<file path="src/rtl/button_bank.sv">
// -----------------------------------------------------------------------------
// button_bank
//   Multi-channel push-button conditioner. Each raw button level is passed
//   through a synchroniser, then debounced and edge-detected. A small press
//   tracker per channel produces a long-press pulse and, optionally, periodic
//   auto-repeat pulses while the button stays held.
//
// Optional feature macro: BUTTON_REPEAT_EN
//   defined   -> repeat counters and HELD-state auto-repeat are built in
//   undefined -> o_repeat is constant 0 and HELD simply waits for release
//
// Ports
//   i_clk          : single clock for all logic
//   i_reset        : synchronous, active-high reset
//   i_noisy        : raw asynchronous button levels, bit i = channel i
//   o_debounced    : registered clean level per channel
//   o_p_edge       : one-cycle pulse on a rising debounced level
//   o_n_edge       : one-cycle pulse on a falling debounced level
//   o_edge         : o_p_edge | o_n_edge
//   o_long_press   : one-cycle pulse when a press has lasted HOLD_CYCLES
//   o_repeat       : one-cycle auto-repeat pulses (0 without the macro)
// -----------------------------------------------------------------------------
module button_bank #(
    parameter int CHANNELS        = 4,
    parameter int SYNC_STAGES     = 2,
    parameter int DEBOUNCE_CYCLES = 500000,
    parameter int HOLD_CYCLES     = 50000000,
    parameter int REPEAT_CYCLES   = 10000000
) (
    input  logic                i_clk,
    input  logic                i_reset,
    input  logic [CHANNELS-1:0] i_noisy,
    output logic [CHANNELS-1:0] o_debounced,
    output logic [CHANNELS-1:0] o_p_edge,
    output logic [CHANNELS-1:0] o_n_edge,
    output logic [CHANNELS-1:0] o_edge,
    output logic [CHANNELS-1:0] o_long_press,
    output logic [CHANNELS-1:0] o_repeat
);

    localparam int DB_W   = $clog2(DEBOUNCE_CYCLES + 1);
    localparam int HOLD_W = $clog2(HOLD_CYCLES + 1);

    localparam logic [DB_W-1:0]   DB_LAST   = DB_W'(DEBOUNCE_CYCLES - 1);
    localparam logic [HOLD_W-1:0] HOLD_LAST = HOLD_W'(HOLD_CYCLES - 1);
    localparam logic [HOLD_W-1:0] HOLD_MAX  = HOLD_W'(HOLD_CYCLES);

`ifdef BUTTON_REPEAT_EN
    localparam int REP_W = $clog2(REPEAT_CYCLES + 1);
    localparam logic [REP_W-1:0] REP_LAST = REP_W'(REPEAT_CYCLES - 1);
`else
    // REPEAT_CYCLES has no effect when auto-repeat is not built in.
    if (REPEAT_CYCLES < 1) begin : g_repeat_cycles_unused
    end
`endif

    typedef enum logic [1:0] {
        IDLE    = 2'd0,
        PRESSED = 2'd1,
        HELD    = 2'd2
    } state_t;

    for (genvar g = 0; g < CHANNELS; g++) begin : g_ch
        logic [SYNC_STAGES-1:0] r_sync;
        logic [DB_W-1:0]        r_db_cnt;
        logic                   r_deb;
        logic                   r_deb_q;
        state_t                 r_state;
        state_t                 w_state_nxt;
        logic [HOLD_W-1:0]      r_hold;
        logic [HOLD_W-1:0]      w_hold_nxt;
        logic                   w_synced;
        logic                   w_p;
        logic                   w_n;
        logic                   w_long;
        logic                   w_rep;
`ifdef BUTTON_REPEAT_EN
        logic [REP_W-1:0]       r_rep;
        logic [REP_W-1:0]       w_rep_nxt;
`endif

        assign w_synced = r_sync[SYNC_STAGES-1];
        assign w_p      = r_deb & ~r_deb_q;
        assign w_n      = ~r_deb & r_deb_q;

        // Synchroniser, debouncer and edge-delay register.
        // The debounce counter toggles the clean level on the cycle it would
        // reach DEBOUNCE_CYCLES; any cycle of agreement restarts the count.
        always_ff @(posedge i_clk) begin
            if (i_reset) begin
                r_sync   <= '0;
                r_db_cnt <= '0;
                r_deb    <= 1'b0;
                r_deb_q  <= 1'b0;
            end else begin
                r_sync  <= {r_sync[SYNC_STAGES-2:0], i_noisy[g]};
                r_deb_q <= r_deb;
                if (w_synced != r_deb) begin
                    if (r_db_cnt == DB_LAST) begin
                        r_deb    <= ~r_deb;
                        r_db_cnt <= '0;
                    end else begin
                        r_db_cnt <= r_db_cnt + 1'b1;
                    end
                end else begin
                    r_db_cnt <= '0;
                end
            end
        end

        // Press tracker state register.
        always_ff @(posedge i_clk) begin
            if (i_reset) begin
                r_state <= IDLE;
                r_hold  <= '0;
`ifdef BUTTON_REPEAT_EN
                r_rep   <= '0;
`endif
            end else begin
                r_state <= w_state_nxt;
                r_hold  <= w_hold_nxt;
`ifdef BUTTON_REPEAT_EN
                r_rep   <= w_rep_nxt;
`endif
            end
        end

        // Pulses fire on the cycle a counter would reach its target, so a
        // release (n_edge) seen in that same cycle suppresses the pulse.
        always_comb begin
            w_state_nxt = r_state;
            w_hold_nxt  = r_hold;
            w_long      = 1'b0;
            w_rep       = 1'b0;
`ifdef BUTTON_REPEAT_EN
            w_rep_nxt   = r_rep;
`endif
            case (r_state)
                IDLE: begin
                    if (w_p) begin
                        w_state_nxt = PRESSED;
                        w_hold_nxt  = '0;
                    end
                end
                PRESSED: begin
                    if (w_n) begin
                        w_state_nxt = IDLE;
                        w_hold_nxt  = '0;
                    end else begin
                        if (r_hold != HOLD_MAX) begin
                            w_hold_nxt = r_hold + 1'b1;
                        end
                        if (r_hold == HOLD_LAST) begin
                            w_long      = 1'b1;
                            w_state_nxt = HELD;
`ifdef BUTTON_REPEAT_EN
                            w_rep_nxt   = '0;
`endif
                        end
                    end
                end
                HELD: begin
                    if (w_n) begin
                        w_state_nxt = IDLE;
                        w_hold_nxt  = '0;
`ifdef BUTTON_REPEAT_EN
                        w_rep_nxt   = '0;
                    end else if (r_rep == REP_LAST) begin
                        w_rep     = 1'b1;
                        w_rep_nxt = '0;
                    end else begin
                        w_rep_nxt = r_rep + 1'b1;
`endif
                    end
                end
                default: begin
                    w_state_nxt = IDLE;
                    w_hold_nxt  = '0;
                end
            endcase
        end

        assign o_debounced[g]  = r_deb;
        assign o_p_edge[g]     = w_p;
        assign o_n_edge[g]     = w_n;
        assign o_edge[g]       = w_p | w_n;
        assign o_long_press[g] = w_long;
        assign o_repeat[g]     = w_rep;
    end

endmodule

</file>
<file path="config.mk">
export PLATFORM = sky130hd
export DESIGN_NAME = button_bank
export DESIGN_NICKNAME = d
export VERILOG_FILES = /design/src/rtl/button_bank.sv
export SDC_FILE = /design/constraint.sdc
export NUM_CORES = 1
export LEC_CHECK = 0
export BUFFER_PORTS_ARGS = -buffer_cell sky130_fd_sc_hd__clkbuf_2
export CAP_MARGIN = 20
export CORE_MARGIN = 3
export CORE_UTILIZATION = 67
export DETAILED_ROUTE_END_ITERATION = 8
export MAX_ROUTING_LAYER = met4
export PLACE_DENSITY_LB_ADDON = 0.12
export SYNTH_ARGS = -nofsm -noshare
export SYNTH_HDL_FRONTEND = slang
export SYNTH_SLANG_ARGS = --single-unit
</file>
<file path="constraint.sdc">
create_clock -name i_clk -period 7.34 [get_ports i_clk]
set_input_delay 0.734 -clock i_clk [delete_from_list [all_inputs] [get_ports i_clk]]
set_output_delay 0.734 -clock i_clk [all_outputs]
set_load 0.02 [all_outputs]
</file>
After elaboration in Yosys (flattened, before gate mapping)
Cells that the tools add are included.
Operators by class
  add/sub/neg operators: 8
  muxes and demuxes: 52
  eq/ne operators: 40
  bitwise logic cells: 24
  reduce and logical (&&, ||, !) cells: 20
Operators by type and width (number)
  $mux W26: 16
  $pmux W26 S3: 4
  $add A26 B1 Y26 const B: 4
  $eq A26 B26 Y1 const B: 4
  $ne A26 B26 Y1 const B: 4
  $add A19 B1 Y19 const B: 4
  $eq A19 B19 Y1 const B: 4
  $mux W2: 16
  $ne A3 B3 Y1 const B: 8
  $pmux W2 S3: 4
  $reduce_and A3 Y1: 8
  $ne A2 B2 Y1 const B: 8
  $mux W1: 12
  $not A1 Y1: 12
  $reduce_or A3 Y1: 4
  $and A1 B1 Y1: 8
  $eq A2 B1 Y1 const B: 4
  $eq A2 B2 Y1 const B: 4
  $logic_not A2 Y1: 4
  $reduce_and A2 Y1: 4
  $ne A1 B1 Y1: 4
  $or A1 B1 Y1: 4
Storage, ports and cells
  flip-flop bits (word level): 204
  word-level logic and storage cells: 168

Longest topological paths before layout
Gate-level depths: netlist of the first run.
  depth in word-level cells: 4
  depth in mapped cells: 9
  mapped depth without buffers: 7

Worst setup path before layout of the first run
Ideal clock, no wire load.
  path type: register to output
  from: reg g_ch[0].r_hold[9]
  to: out o_long_press[0]
  path slack: 4.569 ns
  arrival time: 2.037 ns
  required time: 6.606 ns
  stages on the path, launching flop included: 6
  cell sequence: dfxtp_1 or4_1 or4_4 or4_4 nor2_1 buf_4
Between the ends
  word-level cells in the longest chain between the ends: 4
Ends and longest elaborated chain
  start, declared: line 70  | logic [HOLD_W-1:0] r_hold;
  start signal, assigned: line 121  | r_hold <= w_hold_nxt;
  $eq A26 B26 Y1: line 153  | if (r_hold == HOLD_LAST) begin
  $mux W1: line 153
  $mux W1: line 146  | if (w_n) begin
  $mux W1: line 138  | case (r_state)
  end, declared: line 37  | output logic [CHANNELS-1:0] o_long_press,
No other way between the ends.

Worst setup path in the final report of the first run
  from: reg g_ch[2].r_hold[0]
  to: out o_long_press[2]
Between the ends
  word-level cells in the longest chain between the ends: 4
Ends and longest elaborated chain (line)
  start, declared: 70
  start signal, assigned: 121
  $eq A26 B26 Y1: 153
  $mux W1: 153
  $mux W1: 146
  $mux W1: 138
No other way between the ends.

==> impl_metrics.yaml, run 1 <==
sta:
  tightest_slew_ns: 0.946
  hold_viol_final: 0
  final-max-slew-violation-count: 0
  fmax_mhz: 285
  skew_ns: 0.0105
  layout_min_cycle_time_ns: 3.51
  setup_slack_ns: 3.83
  fin_crit_sh: 0.478
  finalSetupTns_ns: 0
  setup_viol: 0
  rsz0062_at_grt: "false"
  maxSlewHeadroom: 0.367
clocking:
  cts-hold-fix-buffers: 0
  post-cts-setup-buffers: 0
  cts_tree: "yes"
  htreeDepth: 1
  clock_sinks: 204
  cts.clk_slew.worst_paths_ns: 0.06
  ctsResizeCount: 0
  clock_latency_ns: 0.50
  cts_buffer_depth: 3
  cts_inserted_buffers: 22
  root_buffer: "clkbuf_16"
synth:
  synth_seq_cells: 204
  yosysSeqAreaShare: 0.395
  synth_cell_type_count: 58
  syn_avg_cell_area_um2: 8.16
  syn_inst: 1268
  yosysWarnings: 0
  synth_area_um2: 10400
  async_reset_ff_frac: 0
  synth_edf_count: 0
  ys.flop_type: "dfxtp_1"
critical_path:
  path_buf_inv: 1
  path_cells: "ha_1, nand3_1, or4_1, nor4_1, and2_1, clkbuf_2"
  cp_max_fo: 6
  cpPeakStageDelay_ns: 0.52
  cp.required_ns: 6.61
  cp.depth: 6
  worst_setup_path_end_kind: "output pin"
  arrival_ns: 2.78
  reg2reg_slack_ns: 4.18
  critPathLaunchType: "flop"
  crit_type: "flop to output pin"
  reg2reg_depth: 8
  slowest_stage: "or4_1"
  critPathTopFamily: "simple AND/OR/NAND/NOR gates"
power:
  power_density_nw_per_um2: 204
  p_total_mw: 2.29
  leakagePower_nw: 3.86
  ir_drop_mv: 0.204
placement:
  gp_congestion: 0.909
  post-dp-hpwl_um: 15400
  portBuffers: 25
  dp_slack_ns: 4.22
die:
  fp.dieW_um: 130
  core.rowCount: 44
  start_util: 0.699
  pin_count: 30
  dieArea_um2: 17000
  coreArea_um2: 14800
  die_y_um: 130
global_routing:
  track_usage: 0.278
  grt_pass1_vias: 8475
  gr-total-overflow: 0
  grt_pass1_wl_um: 39100
  grt_max_degree: 33
  antenna_found_initial: 0
drt:
  wirelength_met1_um: 10900
  top_layer_used: "met4"
  vias_per_cell: 6.34
  wl_met3_um: 1320
  via_count: 9288
  drtIter0Drc: 783
  drt-total-wl_um: 23300
  ant_nets: 0
  wl_met2_um: 10600
  drtPass1Iterations: 5
  wire_per_inst_um: 15.9
  drc: 0
cells_and_area:
  n_fill_cell: 1114
  finalNetCount: 1291
  syn_to_final_growth_pct: 8.68
  drive_gt1_frac: 0.0734
  diodes: 0
min_path:
  hp-class: "flop to flop"
  hold-path-cell-count: 1
flow_run:
  cap_violations: 0
outcome:
  status: "finished clean"
## flip-flops by register name, indices dropped and copies added, names as in the netlist
| name | count |
|---|---|
| g_ch.r_state | 8 |
| g_ch.r_deb | 4 |
| g_ch.r_hold | 104 |
| g_ch.r_db_cnt | 76 |
| g_ch.r_sync | 8 |
| g_ch.r_deb_q | 4 |
## area by class of cell
| type | instances | area [um^2] | area share |
|---|---|---|---|
| repair buffers | 40 | 233 | 0.0207 |
| flip-flops and latches | 204 | 4080 | 0.363 |
| clock inverters | 9 | 123 | 0.0109 |
| clock buffers | 30 | 642 | 0.0571 |
| well taps | 184 | 230 | 0.0205 |
| inverters | 47 | 176 | 0.0157 |
| multi-input cells | 950 | 5760 | 0.512 |
## worst reg2reg max path, delay by kind of cell, from the launching register on
kind	cells	cell delay, ns
compound gates	2	0.43
simple gates	3	1.65
flops	1	0.40
buf+inv	2	0.31
fa+ha+maj	1	0.28
## worst paths after layout
check               startpoint                  to
min          g_ch[1].r_sync[0]   g_ch[1].r_sync[1]
max reg2reg      g_ch[0].r_deb  g_ch[0].r_hold[21]
min reg2reg  g_ch[1].r_sync[0]   g_ch[1].r_sync[1]
max          g_ch[2].r_hold[0]     o_long_press[2]
## layer usage
metal	vias up	track usage
li1	4609	-
met1	4355	0.379
met2	284	0.432
met3	40	0.0405
met4	0	0.0789
met5	-	-
## per-stage QoR
| step | instance area (um^2) | std cells | utilization | hold WS, ns |
|---|---|---|---|---|
| final | 11200 | 1464 | 0.760 | 0.446 |
| after global routing | 11200 | 1464 | 0.760 | 0.462 |
| after CTS | 11200 | 1463 | 0.759 | 0.448 |
| after detailed placement | 10500 | 1424 | 0.708 | 0.428 |
| after global placement | 10500 | 1423 | 0.707 | 0.417 |
| after floorplan | 10400 | 1271 | - | 0.413 |
## cells in the final DEF (no fill, tap or decap), types with 7 or more instances in the layout
cell / count
a211o_1: 15
a211oi_1: 10
a21o_1: 7
a21oi_1: 35
a221o_1: 7
a311oi_1: 9
a31oi_1: 21
and2_1: 13
and3_1: 27
and4_1: 11
buf_4: 13
clkbuf_16: 23
clkbuf_2: 26
dfxtp_1: 204
ha_1: 20
inv_1: 47
nand2_1: 94
nand2b_1: 15
nand3_1: 76
nand4_1: 58
nand4b_1: 7
nor2_1: 164
nor2b_1: 16
nor3_1: 36
nor4_1: 31
nor4b_1: 11
o211ai_1: 17
o21ai_0: 55
o31ai_1: 22
or2_2: 7
or3_1: 17
or4_1: 13
xnor2_1: 35
xor2_1: 39
## synthesized netlist by cell type, drive strengths merged, types with 20 or more instances
cell type / number / area share
xnor2: 35 / 0.030
ha: 20 / 0.024
buf: 24 / 0.016
xor2: 39 / 0.033
a21oi: 35 / 0.017
nand2: 94 / 0.034
nor3: 36 / 0.017
dfxtp: 204 / 0.39
nand3: 76 / 0.037
clkbuf: 46 / 0.017
a31oi: 21 / 0.013
o31ai: 22 / 0.016
nor4: 32 / 0.020
nor2: 164 / 0.059
o21ai: 55 / 0.027
nand4: 58 / 0.035
and3: 27 / 0.016
inv: 47 / 0.017
## power by group
group	internal, mW	leakage [nW]	switching (mW)
clock	0.716	0.378	0.439
sequential	1.11	1.64	0.00164
combinational	0.00606	1.84	0.0210
total	1.83	3.86	0.462
## cell families after synthesis
| family | Yosys count | share of synthesized area |
|---|---|---|
| DFF | 204 | 0.395 |
| and+or+nand+nor | 619 | 0.313 |
| adders and majority gates | 20 | 0.0242 |
| AOI/OAI and AO/OA | 227 | 0.149 |
| other | 1 | 0.000362 |
| buffers and inverters | 117 | 0.0499 |
| xor gates and xnor gates | 74 | 0.0626 |
| muxes | 6 | 0.00580 |
Power figures use the tool's default switching activity.
==> run 2, diff against run 1 <==
CORE_UTILIZATION = 57   (was 67)
clock period = 2.95 ns   (was 7.34 ns; I/O delays follow)
==> run 2 against run 1 <==
  * Worst hold slack got worse by 0.43 ns
  * Register-to-register slack worse by 3.7 ns
  * Final cell count is 3.7% higher
  * Sequential power up 150%
  * Critical endpoint is now o_long_press[0]
  * Largest power group unchanged
  * Highest routed layer unchanged
==> impl_metrics.yaml, run 2 (synthesized netlist as in run 1, its figures left out) <==
placement:
  place_area_um2: 10600
  gp_congestion: 0.864
  portBuffers: 25
  dp_slack_ns: 0.395
  post-dp-hpwl_um: 15300
sta:
  maxSlewHeadroom: 0.508
  hold_viol_final: 0
  fmax_mhz: 351
  finalSetupTns_ns: 0
  fin_crit_sh: 0.966
  final-max-slew-violation-count: 0
  setup_slack_ns: 0.101
  setup_viol: 0
  tightest_slew_ns: 0.732
  layout_min_cycle_time_ns: 2.85
  rsz0062_at_grt: "false"
  skew_ns: 0.0113
die:
  dieArea_um2: 19800
  fp.dieW_um: 141
  start_util: 0.590
  coreArea_um2: 17500
  core.rowCount: 48
  pin_count: 30
  die_y_um: 141
clocking:
  clock_latency_ns: 0.49
  cts-hold-fix-buffers: 0
  cts_tree: "yes"
  cts_buffer_depth: 3
  root_buffer: "clkbuf_16"
  cts_inserted_buffers: 23
  htreeDepth: 1
  cts.clk_slew.worst_paths_ns: 0.06
  clock_sinks: 204
cells_and_area:
  top_register: "g_ch.r_hold"
  largest_register_ffs: 104
  final_common_cell: "dfxtp_1"
  diodes: 0
  syn_to_final_growth_pct: 10.1
  finalNetCount: 1305
  final_cell_mix: "dfxtp_1, nor2_1, nand2_1"
  drive_gt1_frac: 0.0835
  fin_area_um2: 11400
  reg_top3: "g_ch.r_hold (104), g_ch.r_db_cnt (76)"
critical_path:
  worst_setup_path_end_kind: "output pin"
  crit_start: "g_ch[0].r_hold[9]"
  reg2reg_slack_ns: 0.46
  r2r-start: "g_ch[3].r_deb"
  critPathLaunchType: "flop"
  reg2reg_to: "g_ch[3].r_hold[14]"
  cp.required_ns: 2.65
  arrival_ns: 2.55
  reg2reg_depth: 6
  crit_type: "flop to output pin"
  cp_max_fo: 7
min_path:
  hold-path-cell-count: 2
  holdPathEnd: "g_ch[2].r_sync[0]"
  worstHoldStart: "i_noisy[2]"
  hp-class: "input pin to flop"
flow_run:
  cap_violations: 0
global_routing:
  gr-total-overflow: 0
  grtUsageMet3: 0.0288
  antenna_found_initial: 0
  gr-usage-met1: 0.321
  grt_pass1_wl_um: 38300
  grtUsageMet2: 0.354
  grt_pass1_vias: 8143
  busiest_layer: "met2"
  grt_max_degree: 61
  track_usage: 0.229
outcome:
  status: "finished clean"
power:
  ir_drop_mv: 0.589
  power_density_nw_per_um2: 493
  leakagePower_nw: 3.92
drt:
  drt-total-wl_um: 22600
  wire_per_inst_um: 14.9
  vias_per_cell: 5.99
  drtPass1Iterations: 5
  ant_nets: 0
  drc: 0
  via_count: 9100
  drtIter0Drc: 503
run 2: cell count changes in the layout (fill, tap and decap cells not counted):
cell	delta
buf_12	+1
dfxtp_1	-2
clkinvlp_4	-1
clkbuf_2	-2
buf_2	-1
nor4_2	+1
clkbuf_1	+2
dfxtp_2	+2
clkbuf_4	+1
buf_4	+14
nor4_1	-1
bufinv_16	-1
run 2: what timing repair did:
action                                 CTS  global route
setup buffers                            0             2
setup endpoints to repair                1             2
gates resized for setup                  2             2
pin swaps                                1             1
endpoints found under the hold margin    0             0
cloned                                   0             0
run 2: worst max path at each step:
stage | end | slack [ns] | cells after the start
2_1_floorplan | g_ch[3].r_hold[17] | 0.41 | 7
3_3_place_gp | g_ch[0].r_state[1] | 0.42 | 5
3_5_place_dp | g_ch[0].r_state[1] | 0.39 | 5
4_1_cts | o_long_press[2] | 0.04 | 6
5_1_grt | o_long_press[0] | 0.005 | 5
6_report | o_long_press[0] | 0.10 | 5
run 2: layout make-up:
type,count,area (um^2)
Clock buffer,32,649
Clock inverter,7,85.1
Fill cell,1527,6140
Inverter,47,176
Multi-Input combinational cell,950,5770
Sequential cell,204,4090
Tap cell,225,282
Timing Repair Buffer,53,350
run 2: worst max-delay path, cell delays in order (launching register included):
cell	delay (ns)
dfxtp_2	0.35
or4_1	0.53
or4_4	0.44
or4_4	0.45
nor2_1	0.11
clkbuf_4	0.18
run 2: metrics by stage:
step | util | std cells | hold WS [ns] | power (mW)
floorplan | - | 1271 | 0.413 | 2.88
global placement | 0.607 | 1477 | 0.427 | 2.90
detailed placement | 0.607 | 1477 | 0.424 | 2.90
CTS | 0.649 | 1516 | 0.00344 | 5.67
global route | 0.650 | 1518 | 0.0136 | 5.79
finish | 0.650 | 1518 | 0.0150 | 5.61
run 2: where the power goes:
group	internal (mW)	leakage [nW]	switching (mW)
Combinational	0.0178	1.91	0.0546
Sequential	2.76	1.65	0.00402
Clock	1.70	0.366	1.08
run 2: per-layer routing:
metal,wire length (um),share of wire
met4,437,0.019
met1,11100,0.49
met3,1150,0.051
met5,0,0
met2,9890,0.44
